$ cat config.mk
export PLATFORM = sky130hd
export DESIGN_NAME = week_5_truth_table_sweeper
export DESIGN_NICKNAME = d
export VERILOG_FILES = /design/src/rtl/week_5_sweeper_pkg.sv /design/src/rtl/week_5_sweep_order.sv /design/src/rtl/week_5_truth_table_sweeper.sv
export SDC_FILE = /design/constraint.sdc
export NUM_CORES = 1
export LEC_CHECK = 0
export CAP_MARGIN = 10
export CORE_ASPECT_RATIO = 1.25
export CORE_MARGIN = 2
export CORE_UTILIZATION = 38
export DETAILED_ROUTE_END_ITERATION = 8
export GPL_TIMING_DRIVEN = 0
export HOLD_SLACK_MARGIN = 0.1
export PLACE_DENSITY = 0.82
export SLEW_MARGIN = 30
export SYNTH_ARGS = -nofsm -noshare
export SYNTH_HDL_FRONTEND = slang
export SYNTH_SLANG_ARGS = --single-unit
$ cat constraint.sdc
create_clock -name clk -period 3.45 [get_ports clk]
set_input_delay 0.69 -clock clk [delete_from_list [all_inputs] [get_ports clk]]
set_output_delay 0.69 -clock clk [all_outputs]
set_load 0.02 [all_outputs]
$ cat src/rtl/week_5_sweeper_pkg.sv
// Shared definitions for the truth-table sweeper: FSM state encoding and vector-count helper.
package week_5_sweeper_pkg;

  typedef enum logic [1:0] {
    ST_IDLE   = 2'd0,
    ST_DRIVE  = 2'd1,
    ST_SAMPLE = 2'd2,
    ST_DONE   = 2'd3
  } state_t;

  function automatic int unsigned vec_count(input int unsigned n_in);
    return 32'd1 << n_in;
  endfunction

endpackage

$ cat src/rtl/week_5_sweep_order.sv
// Maps a sweep index to the stimulus value driven onto the exercise circuit.
// Optional macro SWEEPER_GRAY_ORDER_EN selects reflected Gray order instead of binary ascending.
module week_5_sweep_order #(
  parameter int N_IN = 7
) (
  input  logic [N_IN-1:0] idx,
  output logic [N_IN-1:0] stim
);

`ifdef SWEEPER_GRAY_ORDER_EN
  // Neighbouring vectors differ in exactly one input bit.
  assign stim = idx ^ (idx >> 1);
`else
  assign stim = idx;
`endif

endmodule

$ cat src/rtl/week_5_truth_table_sweeper.sv
// Exhaustive truth-table self-test: drives every input vector, waits SETTLE cycles, compares dut_y.
// Optional macro SWEEPER_GRAY_ORDER_EN (in week_5_sweep_order) switches the sweep to Gray order.
module week_5_truth_table_sweeper
  import week_5_sweeper_pkg::*;
#(
  parameter int N_IN   = 7,
  parameter int SETTLE = 2,
  parameter int CNT_W  = N_IN + 1
) (
  input  logic                       clk,
  input  logic                       rst_n,
  input  logic                       start,
  input  logic                       abort,
  input  logic [(2**N_IN)-1:0]       expected,
  input  logic                       dut_y,
  output logic [N_IN-1:0]            stim,
  output logic                       busy,
  output logic                       done,
  output logic                       pass,
  output logic [CNT_W-1:0]           mismatch_cnt,
  output logic                       first_fail_vld,
  output logic [N_IN-1:0]            first_fail_vec
);

  localparam int unsigned NV = vec_count(N_IN);
  localparam int SW = (SETTLE > 1) ? $clog2(SETTLE) : 1;
  localparam logic [SW-1:0]   SETTLE_LAST = SW'(SETTLE - 1);
  localparam logic [N_IN-1:0] IDX_LAST    = N_IN'(NV - 1);

  state_t            state_q, state_d;
  logic [N_IN-1:0]   idx_q, idx_d;
  logic [SW-1:0]     settle_cnt_q, settle_cnt_d;
  logic [N_IN-1:0]   stim_q, stim_d;
  logic [CNT_W-1:0]  mismatch_cnt_q, mismatch_cnt_d;
  logic              first_fail_vld_q, first_fail_vld_d;
  logic [N_IN-1:0]   first_fail_vec_q, first_fail_vec_d;

  logic [N_IN-1:0]   order_idx;
  logic [N_IN-1:0]   order_stim;
  logic              mismatch;

  // The only index ever needed next is idx+1 (from SAMPLE) or 0 (fresh start).
  assign order_idx = (state_q == ST_SAMPLE) ? (idx_q + N_IN'(1)) : '0;

  week_5_sweep_order #(.N_IN(N_IN)) u_order (
    .idx  (order_idx),
    .stim (order_stim)
  );

  assign mismatch = (dut_y != expected[stim_q]);

  always_ff @(posedge clk or negedge rst_n) begin
    if (!rst_n) begin
      state_q          <= ST_IDLE;
      idx_q            <= '0;
      settle_cnt_q     <= '0;
      stim_q           <= '0;
      mismatch_cnt_q   <= '0;
      first_fail_vld_q <= 1'b0;
      first_fail_vec_q <= '0;
    end else begin
      state_q          <= state_d;
      idx_q            <= idx_d;
      settle_cnt_q     <= settle_cnt_d;
      stim_q           <= stim_d;
      mismatch_cnt_q   <= mismatch_cnt_d;
      first_fail_vld_q <= first_fail_vld_d;
      first_fail_vec_q <= first_fail_vec_d;
    end
  end

  always_comb begin
    state_d          = state_q;
    idx_d            = idx_q;
    settle_cnt_d     = settle_cnt_q;
    stim_d           = stim_q;
    mismatch_cnt_d   = mismatch_cnt_q;
    first_fail_vld_d = first_fail_vld_q;
    first_fail_vec_d = first_fail_vec_q;

    if (abort) begin
      // Results and stimulus freeze where they are; only the sweep stops.
      state_d = ST_IDLE;
    end else begin
      case (state_q)
        ST_IDLE, ST_DONE: begin
          if (start) begin
            state_d          = ST_DRIVE;
            idx_d            = '0;
            stim_d           = order_stim;
            settle_cnt_d     = '0;
            mismatch_cnt_d   = '0;
            first_fail_vld_d = 1'b0;
            first_fail_vec_d = '0;
          end
        end
        ST_DRIVE: begin
          if (settle_cnt_q == SETTLE_LAST) begin
            state_d = ST_SAMPLE;
          end else begin
            settle_cnt_d = settle_cnt_q + SW'(1);
          end
        end
        ST_SAMPLE: begin
          if (mismatch) begin
            if (mismatch_cnt_q != '1) begin
              mismatch_cnt_d = mismatch_cnt_q + CNT_W'(1);
            end
            if (!first_fail_vld_q) begin
              first_fail_vld_d = 1'b1;
              first_fail_vec_d = stim_q;
            end
          end
          if (idx_q == IDX_LAST) begin
            state_d = ST_DONE;
          end else begin
            state_d      = ST_DRIVE;
            idx_d        = idx_q + N_IN'(1);
            stim_d       = order_stim;
            settle_cnt_d = '0;
          end
        end
        default: state_d = ST_IDLE;
      endcase
    end
  end

  assign stim           = stim_q;
  assign busy           = (state_q == ST_DRIVE) || (state_q == ST_SAMPLE);
  assign done           = (state_q == ST_DONE);
  assign pass           = done && (mismatch_cnt_q == '0);
  assign mismatch_cnt   = mismatch_cnt_q;
  assign first_fail_vld = first_fail_vld_q;
  assign first_fail_vec = first_fail_vec_q;

endmodule

======== Word level (Yosys, flattened, before mapping) ========
Index checks and enable logic that the tools add are counted.
word-level totals
  input port bits ......................... 133
  bits in registers ....................... 33
  output and inout port bits .............. 26
  word-level logic and storage cells ...... 64
operators by class
  bitwise logic cells ..................... 1
  $lt $le $gt $ge ......................... 1
  eq/ne operators ......................... 13
  reduce and logical (&&, ||, !) cells .... 12
  muxes and demuxes ....................... 27
  add/subtract/negate cells ............... 3
operators with widths
  kind                                                                          count
  7-bit two-way mux                                                             7
  7-bit one-hot mux with 2 select lines                                         3
  8-bit two-way mux                                                             3
  8-bit one-hot mux with 2 select lines                                         1
  5-bit AND reduction                                                           2
  8-bit by 1-bit adder with 8-bit output, second input constant                 1
  8-bit logical NOT                                                             1
  7-bit by 8-bit less-than comparator with 1-bit output, second input constant  1
  2-bit two-way mux                                                             4
  2-bit != test, second input constant                                          4
  8-bit != test, second input constant                                          1
  4-bit AND reduction                                                           2
  7-bit by 1-bit adder with 7-bit output, second input constant                 1
  1-bit binary-select mux with 7-bit select                                     1
  7-bit equality test, second input constant                                    1
  3-bit != test, second input constant                                          2
  2-bit one-hot mux with 3 select lines                                         1
  1-bit two-way mux                                                             5
  2-bit equality test, second input constant                                    2
  1-bit one-hot mux with 3 select lines                                         1
  3-bit AND reduction                                                           1
  2-bit by 1-bit equality test with 1-bit output, second input constant         1
  2-bit logical NOT                                                             1
  2-bit by 1-bit != test with 1-bit output, second input constant               1
  other kinds (9)                                                               9

======== Logic depth before layout (Yosys ltp) ========
  depth in word-level cells ............... 5
  mapped depth ............................ 10
  gate-level depth less buffers ........... 10

======== Cells and area by module ========
A second synthesis with hierarchy kept.
second synthesis, totals
  cell total of the unflattened synthesis .. 289
  area total of the unflattened synthesis .. 3011.6 um^2
by module, submodules not included
  module                      cells each  instances  sequential area each (um^2)  area an instance (um^2)
  week_5_truth_table_sweeper  282         1          825.8                        2959.1
  week_5_sweep_order          7           1          0.0                          52.6

======== Least setup slack after synthesis ========
OpenSTA, ideal clock, no wires.
  path kind ............................... register to register
  start point ............................. register, netlist name idx_q[0]
  end point ............................... register mismatch_cnt_q[5] (netlist: mismatch_cnt[5])
  data required time ...................... 3.326 ns
  clock period less this slack ............ 2.715 ns
  setup time .............................. 0.124 ns
  stages on the path, launching flop included .. 11
  slack ................................... 0.735 ns
  path buffers ............................ 2
  data arrival time ....................... 2.591 ns
  path through ............................ dfrtp_1 buf_6 buf_12 mux4_1 a22oi_1 a211oi_1 nor3_1 a22oi_2 mux2i_4 nand3_4 a211o_1
RTL lines
  item                  RTL line                          text
  end signal, assigned  week_5_truth_table_sweeper.sv:66  mismatch_cnt_q <= mismatch_cnt_d;
  end, declared         week_5_truth_table_sweeper.sv:34  logic [CNT_W-1:0] mismatch_cnt_q, mismatch_cnt_d;

==> results.toml <==
[clocking]
clock_sinks = 26
clock_path_buffers = 2
cts_tree = "yes"
clk_latency_ps = 280
path_clk_slew_ps = 90
ctsHoldBuffers = 0
post_cts_buffers = 0
cts_root_buffer = "clkbuf_8"
cts_resized = 0
htreeDepth = 1
numCtsBuffers = 3

[outcome]
outcome = "finished, final reports clean"

[routing]
wl_um = 8630
avgViaCountPerCell = 5.62
wl_per_cell_um = 17.5
vias = 2775
post-route-drc-count = 0
drt_iter0_markers = 120
dr.pass1.iters = 4
ant_nets = 0

[synth]
synth-seq-area-share = 0.251
ys_warn_count = 0
ys_seq_elements = 26
synth_edf_count = 0
yosysTopAreaCell = "dfrtp_1"
synth_top_area_share = 0.251
synthFlopType = "dfrtp_1"
syn_inst = 245
yosysMostFrequentCell = "nand2_1"
synth_cell_type_count = 50
netlist_top_cells_area = "dfrtp_1 (25%), mux4_2 (15%), mux4_1 (13%)"
synth_commonest_cells = "nand2_1 (28), dfrtp_1 (26), mux4_2 (17)"
avgSynthCellArea_um2 = 10.6
syn_nets = 384
async_reset_ff_frac = 1.00
syn_area_mm2 = 0.00259

[setup_path]
max_stage_delay_ps = 460
critPathMaxFanout = 10
r2r_end = "mismatch_cnt[5]$_DFFE_PN0P_"
end_kind = "flop"
path_delay_family = "compound AO/OA/AOI/OAI gates"
arrival_ps = 3310
worst-r2r-cell-count = 9
critPathKind = "reg2reg"
crit_path_start_kind = "flop"
path_cells = "clkbuf_1 > nor2b_1 > a22oi_1 > a211oi_1 > nor3_1 > a22oi_2 > mux2i_4 > nand3_4 > a211o_1"
crit_required_ps = 3620
reg2reg_slack_ps = 310
r2r-start = "idx_q[2]$_DFFE_PN0P_"
critPathBufInv = 1
cpMaxStageDelayCell = "dfrtp_1"

[pwr]
p_per_area_mw_per_mm2 = 193
power_uw = 837
vdd_ir_drop_max_mv = 0.123
p_leak_uw = 0.00167

[sta]
fin_crit_sh = 0.909
rsz0062_at_grt = "no"
max_freq_mhz = 319
slew-limit-headroom = 0.605
timing.final.hold_violations = 0
setup_violations = 0
tightest_slew_ps = 593
layout_min_cycle_time_ps = 3140
clock_skew_ps = 3.61
slew_viol_final = 0
fin_setup_tns_ps = 0

[global_routing]
grt_usage = 0.230
grt_pass1_wl_um = 13600
overflow = 0
antenna_found_initial = 0
grt_max_degree = 27
grt_pass1_vias = 2938

[die]
floorplan.initialDensity = 0.393
die_x_um = 77.9
die-area_mm2 = 0.00751
num_rows = 33
core-area_mm2 = 0.00661
fp.dieH_um = 96.4
ioPinCount = 159

[cells_and_area]
areaGrowthSynthToFinish_pct = 67.1
final_nets = 547
fin_util = 0.656
n_antenna_cell = 0
layout-drive-gt1-share = 0.0934

[place]
place_congestion = 0.869
port_buffers = 158
dpl.hpwl_um = 7230

[worst_hold_path]
hp-class = "in2async"

[flow_run]
cap_violations = 0
## cells in the final DEF (no fill, tap or decap), types with 3 or more instances in the layout
master / count
mux4_2: 17
a22oi_1: 10
clkbuf_1: 8
nor2b_1: 3
inv_1: 16
a21oi_1: 6
o21ai_0: 12
nor2_1: 13
buf_2: 5
and3_1: 5
mux2i_1: 13
mux4_1: 13
nand2_1: 28
a31oi_1: 5
a211o_1: 3
clkbuf_8: 4
dfrtp_1: 26
nand3b_1: 5
nand3_1: 6
nand2b_1: 3
clkdlybuf4s50_1: 157
ha_1: 6
## flip-flops by register name, summed over array words and instances, names as in the netlist
name and flops:
mismatch_cnt 8, first_fail_vec 7, idx_q 7, state_q 2, first_fail_vld 1, settle_cnt_q 1
## logic make-up (layout without fill, tap and decap cells)
logic type                 Yosys count  after routing  synth area share
and+or+nand+nor                     82             82             0.172
AOI/OAI and AO/OA                   50             50             0.130
muxes                               46             46             0.348
buffers and inverters               32            194            0.0603
DFF                                 26             26             0.251
adders and majority gates            6              6            0.0289
xor gates and xnor gates             3              3            0.0101
## worst max-delay path by stage
stage | startpoint | to | cells after the start
after floorplan | idx_q[0]$_DFFE_PN0P_ | mismatch_cnt[5]$_DFFE_PN0P_ | 10
after global placement | expected[85] | mismatch_cnt[5]$_DFFE_PN0P_ | 9
after detailed placement | expected[85] | mismatch_cnt[7]$_DFFE_PN0P_ | 9
after CTS | idx_q[2]$_DFFE_PN0P_ | mismatch_cnt[7]$_DFFE_PN0P_ | 9
final | idx_q[2]$_DFFE_PN0P_ | mismatch_cnt[5]$_DFFE_PN0P_ | 9
after global routing | idx_q[2]$_DFFE_PN0P_ | mismatch_cnt[5]$_DFFE_PN0P_ | 9
## stage by stage
stage / setup WS [ps] / cell area (um^2) / cells / hold slack (ps)
after floorplan: 735 / 2590 / 245 / 394
after global placement: 203 / 4290 / 490 / 514
after detailed placement: 202 / 4280 / 490 / 515
after CTS: 325 / 4340 / 494 / 428
after global routing: 126 / 4340 / 494 / 450
final: 313 / 4340 / 494 / 404
## report_power, final
group,internal (uW),total [uW],switching (uW)
Clock,102,203,100
Sequential,311,317,5.65
Combinational,215,317,103
Total,628,837,209
## area by class of cell
| class | instances | area (um^2) |
|---|---|---|
| clock buffer | 4 | 55.1 |
| tap | 87 | 109 |
| multi-input combinational | 187 | 1790 |
| buffer | 15 | 92.6 |
| timing repair buffer | 158 | 1580 |
| inverter | 17 | 63.8 |
| sequential | 26 | 651 |
| fill | 540 | 2270 |
## worst register-to-register path, cell delays in order (launching register included)
cell and delay [ps]:
dfrtp_1 460, clkbuf_1 400, nor2b_1 470, a22oi_1 180
a211oi_1 230, nor3_1 90, a22oi_2 330, mux2i_4 400
nand3_4 170, a211o_1 320
## metal layers
metal,vias to the layer above,GRT usage,wire length [um]
met5,-,0,0
met4,0,0.0921,251
met3,27,0.0502,600
met2,149,0.462,4860
met1,1322,0.227,2920
li1,1277,-,-
No activity file was read; power rests on OpenSTA's default activity.
